[src/rtl/bp_pkg.sv]
// Shared branch-predictor types for the jump history table resolve path.
// Entry and resolve records are packed so they can live directly in flops and memories.
package bp_pkg;

    typedef logic [31:0] addr_t;

    typedef struct packed {
        addr_t pc;
        logic  hit;
        addr_t pred_pc;
    } jq_entry_t;

    typedef struct packed {
        logic  mispred;
        addr_t pc;
        addr_t dest;
    } jq_resolve_t;

    localparam int JQ_DEPTH_DEFAULT = 8;

    // Counters stick at all-ones rather than wrapping back to zero.
    function automatic logic [31:0] sat_inc(input logic [31:0] v);
        return (v == 32'hFFFF_FFFF) ? v : v + 32'd1;
    endfunction

endpackage

[src/rtl/jq_fifo.sv]
// Circular buffer of in-flight jump predictions with extra-MSB pointers for full/empty.
// Clear has priority over push and pop; a pop on an empty buffer leaves the pointers alone.
module jq_fifo
    import bp_pkg::*;
#(
    parameter int DEPTH    = JQ_DEPTH_DEFAULT,
    parameter int PTR_BITS = $clog2(DEPTH)
) (
    input  logic      clk,
    input  logic      resetn,
    input  logic      push,
    input  logic      pop,
    input  logic      clear,
    input  jq_entry_t push_data,
    output jq_entry_t head_data,
    output logic      full,
    output logic      empty
);

    localparam logic [PTR_BITS:0] PTR_ONE = {{PTR_BITS{1'b0}}, 1'b1};

    logic [PTR_BITS:0] wr_ptr_q, wr_ptr_d;
    logic [PTR_BITS:0] rd_ptr_q, rd_ptr_d;
    jq_entry_t         mem_q [DEPTH];
    logic              do_push;
    logic              do_pop;

    assign empty = (wr_ptr_q == rd_ptr_q);
    assign full  = (wr_ptr_q[PTR_BITS] != rd_ptr_q[PTR_BITS]) &&
                   (wr_ptr_q[PTR_BITS-1:0] == rd_ptr_q[PTR_BITS-1:0]);

    assign do_pop    = pop & ~empty;
    assign do_push   = push & (~full | do_pop) & ~clear;
    assign head_data = mem_q[rd_ptr_q[PTR_BITS-1:0]];

    always_comb begin
        wr_ptr_d = wr_ptr_q;
        rd_ptr_d = rd_ptr_q;
        if (clear) begin
            wr_ptr_d = '0;
            rd_ptr_d = '0;
        end else begin
            if (do_push) begin
                wr_ptr_d = wr_ptr_q + PTR_ONE;
            end
            if (do_pop) begin
                rd_ptr_d = rd_ptr_q + PTR_ONE;
            end
        end
    end

    always_ff @(posedge clk or negedge resetn) begin
        if (!resetn) begin
            wr_ptr_q <= '0;
            rd_ptr_q <= '0;
        end else begin
            wr_ptr_q <= wr_ptr_d;
            rd_ptr_q <= rd_ptr_d;
        end
    end

    // Payload storage needs no reset: the pointers alone define which slots are live.
    always_ff @(posedge clk) begin
        if (do_push) begin
            mem_q[wr_ptr_q[PTR_BITS-1:0]] <= push_data;
        end
    end

endmodule

[src/rtl/jht_resolve_queue.sv]
// Resolve queue for jump history table predictions: checks F1 predictions at EXE, redirects and trains the table.
// Define JHT_RESOLVE_STATS_EN to add saturating stat_resolved / stat_mispred counters.
module jht_resolve_queue
    import bp_pkg::*;
#(
    parameter int DEPTH = JQ_DEPTH_DEFAULT
) (
    input  logic        clk,
    input  logic        resetn,
    input  logic        f1_valid,
    output logic        f1_ready,
    input  logic [31:0] f1_pc,
    input  logic        f1_hit,
    input  logic [31:0] f1_pred_pc,
    input  logic        exe_valid,
    input  logic [31:0] exe_pc,
    input  logic [31:0] exe_dest,
    input  logic        flush,
    output logic        redirect_valid,
    output logic [31:0] redirect_pc,
    output logic        upd_write,
    output logic [31:0] upd_pc,
    output logic [31:0] upd_dest
`ifdef JHT_RESOLVE_STATS_EN
    ,
    output logic [31:0] stat_resolved,
    output logic [31:0] stat_mispred
`endif
);

    localparam int PTR_BITS = $clog2(DEPTH);

    jq_entry_t   head;
    jq_entry_t   push_data;
    logic        fifo_full;
    logic        fifo_empty;
    logic        head_match;
    logic        mispred;
    logic        fifo_push;
    logic        fifo_pop;
    logic        fifo_clear;

    jq_resolve_t res_q, res_d;
    logic        upd_write_q, upd_write_d;
    addr_t       redirect_pc_q, redirect_pc_d;

    assign head_match = ~fifo_empty && (head.pc == exe_pc);
    assign mispred    = ~head_match || ~head.hit || (head.pred_pc != exe_dest);

    // A correctly predicted pop frees a slot this cycle, so F1 may push even when full.
    assign f1_ready   = ~fifo_full | (exe_valid & ~mispred);

    // Mispredict wipes everything younger than the jump, including a same-cycle wrong-path push.
    assign fifo_clear = flush | (exe_valid & mispred);
    assign fifo_pop   = exe_valid;
    assign fifo_push  = f1_valid & f1_ready & ~fifo_clear;

    assign push_data.pc      = f1_pc;
    assign push_data.hit     = f1_hit;
    assign push_data.pred_pc = f1_pred_pc;

    jq_fifo #(
        .DEPTH    (DEPTH),
        .PTR_BITS (PTR_BITS)
    ) u_fifo (
        .clk       (clk),
        .resetn    (resetn),
        .push      (fifo_push),
        .pop       (fifo_pop),
        .clear     (fifo_clear),
        .push_data (push_data),
        .head_data (head),
        .full      (fifo_full),
        .empty     (fifo_empty)
    );

    always_comb begin
        res_d         = res_q;
        res_d.mispred = 1'b0;
        upd_write_d   = exe_valid;
        redirect_pc_d = redirect_pc_q;
        if (exe_valid) begin
            res_d.pc      = exe_pc;
            res_d.dest    = exe_dest;
            res_d.mispred = mispred;
            if (mispred) begin
                redirect_pc_d = exe_dest;
            end
        end
    end

    always_ff @(posedge clk or negedge resetn) begin
        if (!resetn) begin
            res_q         <= '0;
            upd_write_q   <= 1'b0;
            redirect_pc_q <= '0;
        end else begin
            res_q         <= res_d;
            upd_write_q   <= upd_write_d;
            redirect_pc_q <= redirect_pc_d;
        end
    end

    assign upd_write      = upd_write_q;
    assign upd_pc         = res_q.pc;
    assign upd_dest       = res_q.dest;
    assign redirect_valid = res_q.mispred;
    assign redirect_pc    = redirect_pc_q;

`ifdef JHT_RESOLVE_STATS_EN
    logic [31:0] stat_resolved_q, stat_resolved_d;
    logic [31:0] stat_mispred_q, stat_mispred_d;

    always_comb begin
        stat_resolved_d = stat_resolved_q;
        stat_mispred_d  = stat_mispred_q;
        if (exe_valid) begin
            stat_resolved_d = sat_inc(stat_resolved_q);
            if (mispred) begin
                stat_mispred_d = sat_inc(stat_mispred_q);
            end
        end
    end

    always_ff @(posedge clk or negedge resetn) begin
        if (!resetn) begin
            stat_resolved_q <= '0;
            stat_mispred_q  <= '0;
        end else begin
            stat_resolved_q <= stat_resolved_d;
            stat_mispred_q  <= stat_mispred_d;
        end
    end

    assign stat_resolved = stat_resolved_q;
    assign stat_mispred  = stat_mispred_q;
`endif

endmodule

[config.mk]
export PLATFORM = sky130hd
export DESIGN_NAME = jht_resolve_queue
export DESIGN_NICKNAME = d
export VERILOG_FILES = /design/src/rtl/bp_pkg.sv /design/src/rtl/jq_fifo.sv /design/src/rtl/jht_resolve_queue.sv
export SDC_FILE = /design/constraint.sdc
export NUM_CORES = 1
export LEC_CHECK = 0
export ABC_AREA = 1
export CELL_PAD_IN_SITES_DETAIL_PLACEMENT = 0
export CELL_PAD_IN_SITES_GLOBAL_PLACEMENT = 1
export CORE_MARGIN = 5
export CORE_UTILIZATION = 55
export DETAILED_ROUTE_END_ITERATION = 6
export DONT_BUFFER_PORTS = 1
export PLACE_DENSITY_LB_ADDON = 0.1
export SYNTH_ARGS = -nofsm -noshare
export SYNTH_HDL_FRONTEND = slang
export SYNTH_HIERARCHICAL = 1
export SYNTH_SLANG_ARGS = --single-unit
export TNS_END_PERCENT = 10
[constraint.sdc]
create_clock -name clk -period 17.1 [get_ports clk]
set_input_delay 0.855 -clock clk [delete_from_list [all_inputs] [get_ports clk]]
set_output_delay 0.855 -clock clk [all_outputs]
set_load 0.05 [all_outputs]
### Word level (Yosys, flattened, before mapping)

Memories as Yosys holds them, arrays and structs flattened.
Index checks and enable logic that the tools add are counted.

* RAM bits: 520
* output and inout port bits: 99
* logic and storage cells: 45
* register bits: 106
* memories kept: 1

Memory list
* u_fifo.mem_q: depth 8, bits a word 65, read ports 1, clocked after memory_dff 0, wr ports 1, RTL line jq_fifo.sv:24 `jq_entry_t mem_q [DEPTH];`

* multiplexer cells: 7
* bitwise logic cells: 16
* $add $sub $neg: 2
* equal/unequal tests: 5
* reductions and logical operators: 7

Operators with widths (number)
* $mux 65: 1
* $eq 32x32->1: 1
* $ne 32x32->1: 1
* $mux 4: 4
* $add 4x1->4 const B: 2
* $and 1x1->1: 7
* $not 1->1: 6
* $eq 4x4->1: 1
* $reduce_bool 2->1: 2
* $eq 3x3->1: 1
* $or 1x1->1: 3
* $logic_and 1x1->1: 2
* $logic_or 1x1->1: 2
* $mux 1: 2
* $reduce_and 2->1: 1
* $ne 1x1->1: 1

### Logic depth before layout (Yosys ltp)

Gate-level depths: netlist (run 1).

* depth in word-level cells: 15
* gate-level depth with buffers: 26

### Modules after synthesis

The synthesis (run 1) kept the hierarchy.

Modules (own cells, without submodules)
* jq_fifo: area an instance 20495.9 µm², cells an instance 1552, sequential area each 15815.2 µm², times used 1
* jht_resolve_queue: area an instance 4717.0 µm², cells an instance 624, sequential area each 2452.4 µm², times used 1

### Least setup slack after synthesis (run 1)

No wires, ideal clock.

* path kind: reg-to-reg
* start point: register u_fifo.rd_ptr_q[0]
* end point: memory u_fifo/mem_q[0][0] in the netlist's numbering, enable pin
* stages on the path, launching flop included: 26
* setup slack: 11211 ps
* data required time: 16611 ps
* path buffers: 6
* data arrival time: 5400 ps
* cells stage by stage: dfrtp_1 > buf_4 > inv_2 > buf_6 > buf_4 > buf_2 > nor2_1 > o22ai_1 > nand2_1 > nand2_1 > inv_1 > nand2_1 > nand2_1 > nor2_1 > nand2_1 > nor2_1 > nand2_1 > nor2_2 > nand3_2 > nand2_2 > buf_6 > buf_8 > nand3_2 > nor2_2 > nand3_2 > nor2_1

RTL lines
* start, declared: RTL line jq_fifo.sv:23 `logic [PTR_BITS:0] rd_ptr_q, rd_ptr_d;`
* start signal, assigned: RTL line jq_fifo.sv:58 `rd_ptr_q <= rd_ptr_d;`
* end, declared: RTL line jq_fifo.sv:24

==> results, run 1 <==
- The number of nets handed over by synthesis was 2,312.
- The proportion of netlist area held by the largest area contributor is approximately three fifths.
- The register bit total from synthesis is ~630.
- Dividing the final minimum period by the clock period gives 39.7%.
- After the first detailed-routing iteration, the DRC count stood at 1,216.
- Among the stages of the critical path, the cell type that occurs most often is sky130_fd_sc_hd__nand2_1.
- In this run the core area contains 78 standard-cell rows.
- The number of instances in the synthesized netlist is 2,176.
- The slack of the worst reg-to-reg path is between 10 and 15 ns.
- The number of antenna cells inserted is 0.
- Of all nets on the critical path, the largest fanout is 110.
- Setup violations remaining at the end of the flow were counted as 0.
- The I/O pin count is 233.
- The number of buffers created by CTS is 67.
- The maximum clock frequency is between 100 and 150 MHz.
- The combined area of all synthesized cells is 25,200 sq um.
- The Yosys step of the flow raised 6 warnings.
- The clock insertion delay at the later pin of the skew report is roughly 0.59 ns.
- The share of synthesized area spent on multiplexers is 0%.
- The longest individual stage delay on the worst path is 0.78 ns.
- The final RePlAce weighted congestion is 0.751.
- The worst relative slew slack is 28.1%.
- The share of synthesized cell area in full adder, half adder and majority cells is less than 1%.
- The post-route minimum period is 6.79 ns.
- The number of fill cells in the layout is 3,578.
- The synthesized netlist devotes 10.1% of its cell area to compound gates.
- The height of the chip is approximately 220 um.
- The cell type contributing the most total cell area after synthesis is sky130_fd_sc_hd__edfxtp_1.
- The post-synthesis share of cell area spent on and, or, nand and nor gates is around 13%.
- The clock tree root driver cell is sky130_fd_sc_hd__clkbuf_16.
- For the final routed database, the setup TNS stands at 0 ns.
- The largest family of logic cells by synthesized area is simple AND/OR/NAND/NOR gates.
- The end of the worst register-to-register path is u_fifo/mem_q[2][3].
- The effective utilization at floorplan is 55.6%.
- After detailed routing, the number of vias per cell comes to 5.75.
- The number of max-slew violations in the final report is 0.
- Sequential elements use 72.5% of the synthesized area.
- Compared with the post-synthesis result, the final layout area differs by 11.1%.
- The worst path arrival time is 7.00 ns.
- After detailed routing, the total wire length is 61.6 mm.
- The via count of the first global-routing pass was 15,700.
- Walking the worst path, the cells encountered are inv_6 -> buf_4 -> o21ai_0 -> o22ai_1 -> nand2_1 -> nand2_1 -> inv_1 -> nand2_1 -> nand2_1 -> nor2_1 -> nand2_1 -> nor2_1 -> nand2_1 -> nor2_2 -> nand3_2 -> nand2_2 -> nand2_1 -> inv_1 -> nand3_2 -> nor2_4 -> buf_4.
- Counting every sink on the clock net gives between 600 and 700.
- The first global-routing pass estimated 94.7 mm of wire.
- The type of the worst min-delay path is in -> async.
- For the worst flop-to-flop path, the logic depth is 21.
- On the critical path, the stage with the largest delay is an instance of sky130_fd_sc_hd__buf_4.
- The largest clock skew in the final design is 0.0216 ns.
- The power density over cell area is 120 nW/um^2.
- The post-route cell area is 28,000 sq um.
- After detailed routing, the number of remaining DRC violations is 0.
- The xor/xnor share of the synthesized area is 0.938%.
- Detailed placement finished with a half-perimeter wire length of 35.2 mm.
- The initial antenna violation count is 0.
- The slew of the pin with the lowest slew margin is 1.08 ns.
- The predominant post-synthesis flop cell is sky130_fd_sc_hd__edfxtp_1.
- Cells with a size suffix above 1 make up 7.43% of the layout.
- The region available for standard cell placement spans 45,400 sq um.
- The number of port buffers is 0.
- Setup repair after global routing left no endpoint under its margin.
- The maximum count of clock buffers along a single path is 3.
- The number of library cell types mapped by synthesis is 29.
- Summed over all cells, the static leakage comes to between 10 and 15 nW.
- In the global route stage, overall resource usage came out at approximately 24%.
- The required time reported for the critical path endpoint is 17.31 ns.
- In the synthesized netlist the async set-or-reset flop fraction comes to 16.9%.
- Counting flops with a built-in enable in the synthesized netlist gives 520.
- The TritonCTS clock tree is yes.
- Across the VDD grid, the largest voltage drop is 99.7 uV.
- In this run the critical register-to-register path is launched from u_fifo/rd_ptr_q[0].
- The die covers 50,200 sq um.
- The floorplan step set the die width to 224 um.
- The flow ran to the end, and the final reports show no timing, DRC or antenna violations.
- The tool flagged a number of max-cap violations equal to 0.
- By count the netlist is led by sky130_fd_sc_hd__edfxtp_1, sky130_fd_sc_hd__nand2_1, sky130_fd_sc_hd__o21ai_0.
- The final hold violation count is 0.
- The clock transition time at the flip-flop clock pins of the worst setup and hold paths is 0.06 ns.
- The final antenna-violating net count is 0.
- Before antenna repair, the detailed router went through 5 iterations.
- The aggregate global routing overflow is 0.
- The clock tree synthesis step divided the H-tree into 3 levels.
- STA classifies the critical path startpoint as a flip-flop.
- Yosys attributes the largest share of cell area to sky130_fd_sc_hd__edfxtp_1, sky130_fd_sc_hd__dfrtp_1, sky130_fd_sc_hd__nand2_1.
- The number of gates resized after CTS was 0.
- By startpoint and endpoint, the worst setup path is classified as reg -> reg.
- The mean cell area of the mapped netlist is 11.6 sq um.
- The nature of the critical path endpoint is a flip-flop.
- Dividing the detail-routed wire length by the instance count gives around 22 um.
- The most repeated cell in the gate-level netlist after synthesis is sky130_fd_sc_hd__edfxtp_1.
- The post-place instance area is 25,600 sq um.
- After the last flow step, the layout net total stands at 2,276.
- The largest net degree at the start of global routing is roughly 110.
- The total via count after detailed routing is 16,100.
==> layer usage <==
metal / track usage (%) / vias up / routed length, um
li1: - / 7502 / -
met5: 0 / - / 0
met4: 6.44 / 0 / 1090
met1: 33.7 / 7942 / 26000
met3: 5.78 / 71 / 4860
met2: 39.8 / 543 / 29700
==> flip-flops by register name (all words and copies together) (netlist names) <==
register,flops
redirect_pc,32
upd_write,1
u_fifo/rd_ptr_q,4
u_fifo/wr_ptr_q,4
upd_dest,32
redirect_valid,1
u_fifo/mem_q,520
upd_pc,32
==> through the flow <==
stage | hold WS (ns) | worst slack (ns) | total power [mW] | instances | utilization [%]
5_1_grt | 0.254 | 9.77 | 3.47 | 2793 | 61.8
3_3_place_gp | 0.563 | 10.34 | 1.85 | 2670 | 56.5
3_5_place_dp | 0.562 | 10.30 | 1.85 | 2670 | 56.5
2_1_floorplan | 0.559 | 11.21 | 1.84 | 2176 | -
4_1_cts | 0.220 | 10.29 | 3.39 | 2793 | 61.8
6_report | 0.228 | 10.31 | 3.36 | 2793 | 61.8
==> critical path, delay by kind of cell, from the launching register on <==
family | cells | cell delay, ns
buffers and inverters | 5 | 2.56
DFF | 1 | 0.71
AOI/OAI and AO/OA | 2 | 0.36
and+or+nand+nor | 14 | 2.62
==> layout by cell type, fill, tap and decap left out, types with 2 or more instances in the layout <==
cell type / instances
sky130_fd_sc_hd__buf_4: 19
sky130_fd_sc_hd__bufinv_16: 11
sky130_fd_sc_hd__clkbuf_1: 14
sky130_fd_sc_hd__clkbuf_16: 72
sky130_fd_sc_hd__clkbuf_8: 5
sky130_fd_sc_hd__clkinv_1: 8
sky130_fd_sc_hd__clkinv_2: 9
sky130_fd_sc_hd__dfrtp_1: 103
sky130_fd_sc_hd__dfrtp_4: 3
sky130_fd_sc_hd__edfxtp_1: 520
sky130_fd_sc_hd__ha_1: 2
sky130_fd_sc_hd__inv_1: 87
sky130_fd_sc_hd__inv_2: 10
sky130_fd_sc_hd__inv_4: 2
sky130_fd_sc_hd__inv_6: 2
sky130_fd_sc_hd__nand2_1: 463
sky130_fd_sc_hd__nand2_2: 5
sky130_fd_sc_hd__nand3_1: 15
sky130_fd_sc_hd__nand3_2: 4
sky130_fd_sc_hd__nand4_1: 12
sky130_fd_sc_hd__nor2_1: 305
sky130_fd_sc_hd__nor2_2: 3
sky130_fd_sc_hd__nor2_4: 9
sky130_fd_sc_hd__o21ai_0: 331
sky130_fd_sc_hd__o21ai_1: 10
sky130_fd_sc_hd__o21ai_2: 2
sky130_fd_sc_hd__o22ai_1: 130
sky130_fd_sc_hd__or2_1: 2
sky130_fd_sc_hd__or2_2: 3
sky130_fd_sc_hd__xnor2_1: 24
sky130_fd_sc_hd__xor2_1: 3
==> layout make-up <==
cell class / count / area [sq um] / share of cell area [%]
clock buffer: 91 / 1920 / 6.86
clock inverter: 31 / 434 / 1.55
inverter: 100 / 385 / 1.38
multi-input combinational: 1325 / 6080 / 21.7
sequential: 626 / 18300 / 65.2
tap: 600 / 751 / 2.68
timing repair buffer: 20 / 170 / 0.607
==> timing repair <==
action | CTS | global route
hold buffers | 1 | 0
hold endpoints to repair | 106 | 0
setup buffers | 0 | 0
==> cells by family (layout without fill, tap and decap cells) <==
family | Yosys count | after routing
and+or+nand+nor | 822 | 822
adders and majority gates | 2 | 2
xor gates and xnor gates | 27 | 27
buffers and inverters | 225 | 242
AOI/OAI and AO/OA | 474 | 474
DFF | 626 | 626
==> how the worst max path moves through the flow <==
stage | slack, ns | cells after the start | to | from
2_1_floorplan | 11.21 | 25 | u_fifo/mem_q[0][0] | u_fifo/rd_ptr_q[0]
3_5_place_dp | 10.30 | 21 | u_fifo/mem_q[0][56] | u_fifo/rd_ptr_q[0]
6_report | 10.31 | 21 | u_fifo/mem_q[2][3] | u_fifo/rd_ptr_q[0]
5_1_grt | 9.77 | 21 | u_fifo/mem_q[0][52] | u_fifo/rd_ptr_q[0]
4_1_cts | 10.29 | 21 | u_fifo/mem_q[0][50] | u_fifo/rd_ptr_q[0]
3_3_place_gp | 10.34 | 21 | u_fifo/mem_q[1][56] | u_fifo/rd_ptr_q[0]
==> power breakdown <==
part,internal [mW],switching [mW]
Combinational,0.0197,0.0422
Sequential,1.67,0.0909
Clock,0.956,0.574
No activity file was read; power rests on OpenSTA's default activity.
==> inputs of run 2 (changes only) <==
Settings changed: ABC_AREA 1 to 0, CORE_UTILIZATION 55 to 50.
Clock period 17.1 ns to 6.1 ns, I/O delays scaled along.
==> results, run 2 <==
- The start of the worst register-to-register path is u_fifo/rd_ptr_q[0] (unchanged).
- The aggregate global routing overflow is 0 (unchanged).
- The die footprint is 53,500 sq um (was 50,200 sq um).
- The flip-flop count of the largest register after layout is 520 (unchanged).
- The count of final setup violators is 0 (unchanged).
- The number of H-tree branching levels is 3 (unchanged).
- The via count of the first global-routing pass was 12,600 (was 15,700).
- The final RePlAce weighted congestion was 0.776 (was 0.751).
- The total global-route track usage is 21.7% (was 24.4%).
- The worst voltage drop across the vdd grid is 254 uV (was 99.7 uV).
- The cell total after placement came to 1,805 (was 2,670).
- The wire length on met1 was 24.8 mm (was 26.0 mm).
- The type of the worst min-delay path is in -> reg (was in -> async).
- The predominant post-synthesis flop cell is sky130_fd_sc_hd__edfxtp_1 (unchanged).
- The detailed-placement wirelength estimate came to 34.7 mm (was 35.2 mm).
- The average detailed-routed wire length per instance came to 27.7 um (was 22.1 um).
- The register bit total from synthesis was 626 (unchanged).
- The total met3 wirelength after detailed routing is 3.75 mm (was 4.86 mm).
- Most frequent cells after synthesis: sky130_fd_sc_hd__edfxtp_1, sky130_fd_sc_hd__mux2_2, sky130_fd_sc_hd__mux4_2 (was sky130_fd_sc_hd__edfxtp_1, sky130_fd_sc_hd__nand2_1, sky130_fd_sc_hd__o21ai_0).
- The proportion of netlist area held by the largest area contributor was 63.7% (was 61.9%).
- The area growth from synthesis to layout is 19.0% (was 11.1%).
- The number of max-cap violations is 0 (unchanged).
- The cell type contributing the most total cell area after synthesis is sky130_fd_sc_hd__edfxtp_1 (unchanged).
- The sink count of the clock tree is 626 (unchanged).
- Most used cells in the layout excluding fill and tap cells: sky130_fd_sc_hd__edfxtp_1, sky130_fd_sc_hd__dlygate4sd3_1, sky130_fd_sc_hd__mux2_2, sky130_fd_sc_hd__mux4_2, sky130_fd_sc_hd__dfrtp_1 (was sky130_fd_sc_hd__edfxtp_1, sky130_fd_sc_hd__nand2_1, sky130_fd_sc_hd__o21ai_0, sky130_fd_sc_hd__nor2_1, sky130_fd_sc_hd__o22ai_1).
- The synthesized netlist net count is 1,290 (was 2,312).
- The clock transition time at the flip-flop clock pins of the worst setup and hold paths is 0.05 ns (was 0.06 ns).
- The top routing layer in use is met5 (was met4).
- The number of hold buffers added after CTS was 133 (was 1).
- The post-route minimum period is 5.53 ns (was 6.79 ns).
- The required time reported for the critical path endpoint is 6.31 ns (was 17.31 ns).
- The worst min-delay path startpoint is exe_valid.
- The launch point of the critical path is u_fifo/rd_ptr_q[0] (unchanged).
- The total number of yosys warnings was 6 (unchanged).
- The final antenna-violating net count is 0 (unchanged).
- The total core area is 48,700 sq um (was 45,400 sq um).
- The worst relative slew slack came to 31.7% (was 28.1%).
- The net total in the final layout is 1,478 (was 2,276).
- The total number of placement rows is 81 (was 78).
- The leakage power is 9.50 nW (was 10.4 nW).
- The setup slack of the critical path after layout is 0.570 ns (was 10.31 ns).
- The routed via count divided by cell count was 5.72 (was 5.75).
- The kind of critical path is reg -> reg (unchanged).
- Leading cell types by total area after synthesis: sky130_fd_sc_hd__edfxtp_1, sky130_fd_sc_hd__mux4_2, sky130_fd_sc_hd__dfrtp_1 (was sky130_fd_sc_hd__edfxtp_1, sky130_fd_sc_hd__dfrtp_1, sky130_fd_sc_hd__nand2_1).
- The number of library cell types mapped by synthesis is 47 (was 29).
- The count of non-filler cells in the finished layout was 2,063 (was 2,793).
- The effective utilization at floorplan came to 50.3% (was 55.6%).
- Cells along the critical path: buf_12 -> buf_12 -> buf_4 -> mux4_2 -> mux2_2 -> xnor2_1 -> nand4_1 -> nor4_1 -> nand4_1 -> o31ai_4 -> nand2b_1 -> nand2b_2 -> nor3_4 -> buf_4 (was inv_6 -> buf_4 -> o21ai_0 -> o22ai_1 -> nand2_1 -> nand2_1 -> inv_1 -> nand2_1 -> nand2_1 -> nor2_1 -> nand2_1 -> nor2_1 -> nand2_1 -> nor2_2 -> nand3_2 -> nand2_2 -> nand2_1 -> inv_1 -> nand3_2 -> nor2_4 -> buf_4).
- The count of unresolved DRC violations after routing is 0 (unchanged).
- The count of flip-flops with a built-in enable after synthesis is 520 (unchanged).
- The maximum fanout encountered on the critical timing path is 29 (was 110).
- The largest net degree at the start of global routing came to 107 (was 111).
- The async set-reset flop share out of synthesis came to 16.9% (unchanged).
- The power density over cell area came to 313 nW/um^2 (was 120 nW/um^2).
- The cell at the slowest stage of the critical path is sky130_fd_sc_hd__dfrtp_4 (was sky130_fd_sc_hd__buf_4).
- The number of instances in the synthesized netlist is 1,154 (was 2,176).
- The largest clock skew in the final design is 0.0188 ns (was 0.0216 ns).
- The number of buffers created by CTS is 66 (was 67).
- The combined area of all synthesized cells was 24,500 sq um (was 25,200 sq um).
- The final hold violation count is 0 (unchanged).
- The number of cells upsized or downsized after cts came to 0 (unchanged).
- The mean cell area of the mapped netlist is 21.2 sq um (was 11.6 sq um).
- The most repeated cell in the gate-level netlist after synthesis is sky130_fd_sc_hd__edfxtp_1 (unchanged).
- The setup slack after placement is 0.557 ns (was 10.30 ns).
- The initial antenna violation count is 6 (was 0).
- The worst path arrival time is 5.74 ns (was 7.00 ns).
- The final total power is 9.13 mW (was 3.36 mW).
- Setup repair after global routing missed its margin: false (unchanged).
- The number of setup buffers added after CTS is 0 (unchanged).
- The wire length of the first global-routing pass came to 85.5 mm (was 94.7 mm).
- The total via count after detailed routing was 11,800 (was 16,100).
- The initial detailed-routing violation count is 804 (was 1,216).
- The I/O pin count is 233 (unchanged).
- The TritonCTS clock tree is yes (unchanged).
- Run status: finished clean (unchanged).
- The share of cells above drive strength 1 is 29.4% (was 7.43%).
- The ratio of final minimum period to clock period is 90.7% (was 39.7%).
- The x dimension of the die is 231 um (was 224 um).
- The end-of-flow core utilization came to 59.8% (was 61.8%).
- The number of max-slew violations in the final report is 0 (unchanged).
- The length of the first detailed-routing pass in iterations is 6 (was 5).
- The maximum count of clock buffers along a single path is 3 (unchanged).
- The slew of the pin with the lowest slew margin is 1.02 ns (was 1.08 ns).
- The wire length on met2 is 27.8 mm (was 29.7 mm).
- The clock tree root driver cell is sky130_fd_sc_hd__clkbuf_16 (unchanged).
- The overall routed net length came to 57.2 mm (was 61.6 mm).
- The longest individual stage delay on the worst path is 0.63 ns (was 0.78 ns).
- The clock insertion delay at the later pin of the skew report is 0.59 ns (about the same).
- The startpoint type of the worst setup path is a flip-flop (unchanged).
- The maximum clock frequency is 181 MHz (was 147 MHz).
- The sequential-to-total area share from yosys stat is 74.6% (was 72.5%).
- The number of port buffers is 0 (unchanged).
- The commonest non-fill, non-tap cell in the layout is sky130_fd_sc_hd__edfxtp_1 (unchanged).
- The nature of the critical path endpoint was a flip-flop (unchanged).
- The height of the chip was 231 um (was 224 um).
- The tightest hold margin is 0.0268 ns (was 0.228 ns).
-- run 2: cell families after synthesis --
family	Yosys count	share of synthesized area [%]
xor+xnor	50	1.79
simple gates	75	1.74
buf+inv	74	1.28
compound gates	34	1.08
flops	626	74.6
mux	293	19.4
fa+ha+maj	2	0.102
-- run 2: path summary, 6_finish.rpt --
path	cells after the start	end	slack [ns]
max in group asynchronous	2	u_fifo/rd_ptr_q[2]	5.27
min in group asynchronous	2	redirect_pc[3]	0.29
min reg2reg	2	u_fifo/rd_ptr_q[3]	0.64
max reg2reg	14	u_fifo/mem_q[3][3]	0.57
min	1	upd_write	0.03
max	14	u_fifo/mem_q[3][3]	0.57
-- run 2: where the power goes --
| group | switching, mW | internal [mW] | total (mW) | leakage, nW |
|---|---|---|---|---|
| registers | 0.285 | 4.70 | 4.98 | 5.93 |
| logic | 0.151 | 0.151 | 0.301 | 2.55 |
| clock network | 1.56 | 2.29 | 3.85 | 1.02 |
-- run 2: per-layer routing --
layer | vias up | global-route usage [%]
met4 | 2 | 4.09
met5 | - | 0
met1 | 6287 | 31.0
met2 | 355 | 35.1
met3 | 74 | 5.28
li1 | 5087 | -
-- run 2: through the flow --
stage	setup TNS, ns	instance area, sq um
2_1_floorplan	-190.51	24600
3_3_place_gp	0	25700
3_5_place_dp	0	25700
4_1_cts	0	29100
5_1_grt	0	29100
6_report	0	29200
-- run 2: area by class of cell --
cell class | instances | area, sq um
repair buffers | 173 | 1840
fillers | 3510 | 19600
well taps | 664 | 831
diodes | 6 | 15.0
clock buffers | 101 | 1950
clock inverters | 18 | 140
flip-flops and latches | 626 | 18300
multi-input cells | 454 | 6020
inverters | 21 | 78.8
-- run 2: worst max-delay path, delay by kind of cell, from the launching register on --
kind	cells	cell delay, ns
and+or+nand+nor	6	2.01
AOI/OAI and AO/OA	1	0.26
xor gates and xnor gates	1	0.22
muxes	2	0.78
DFF	1	0.63
buffers and inverters	4	1.19
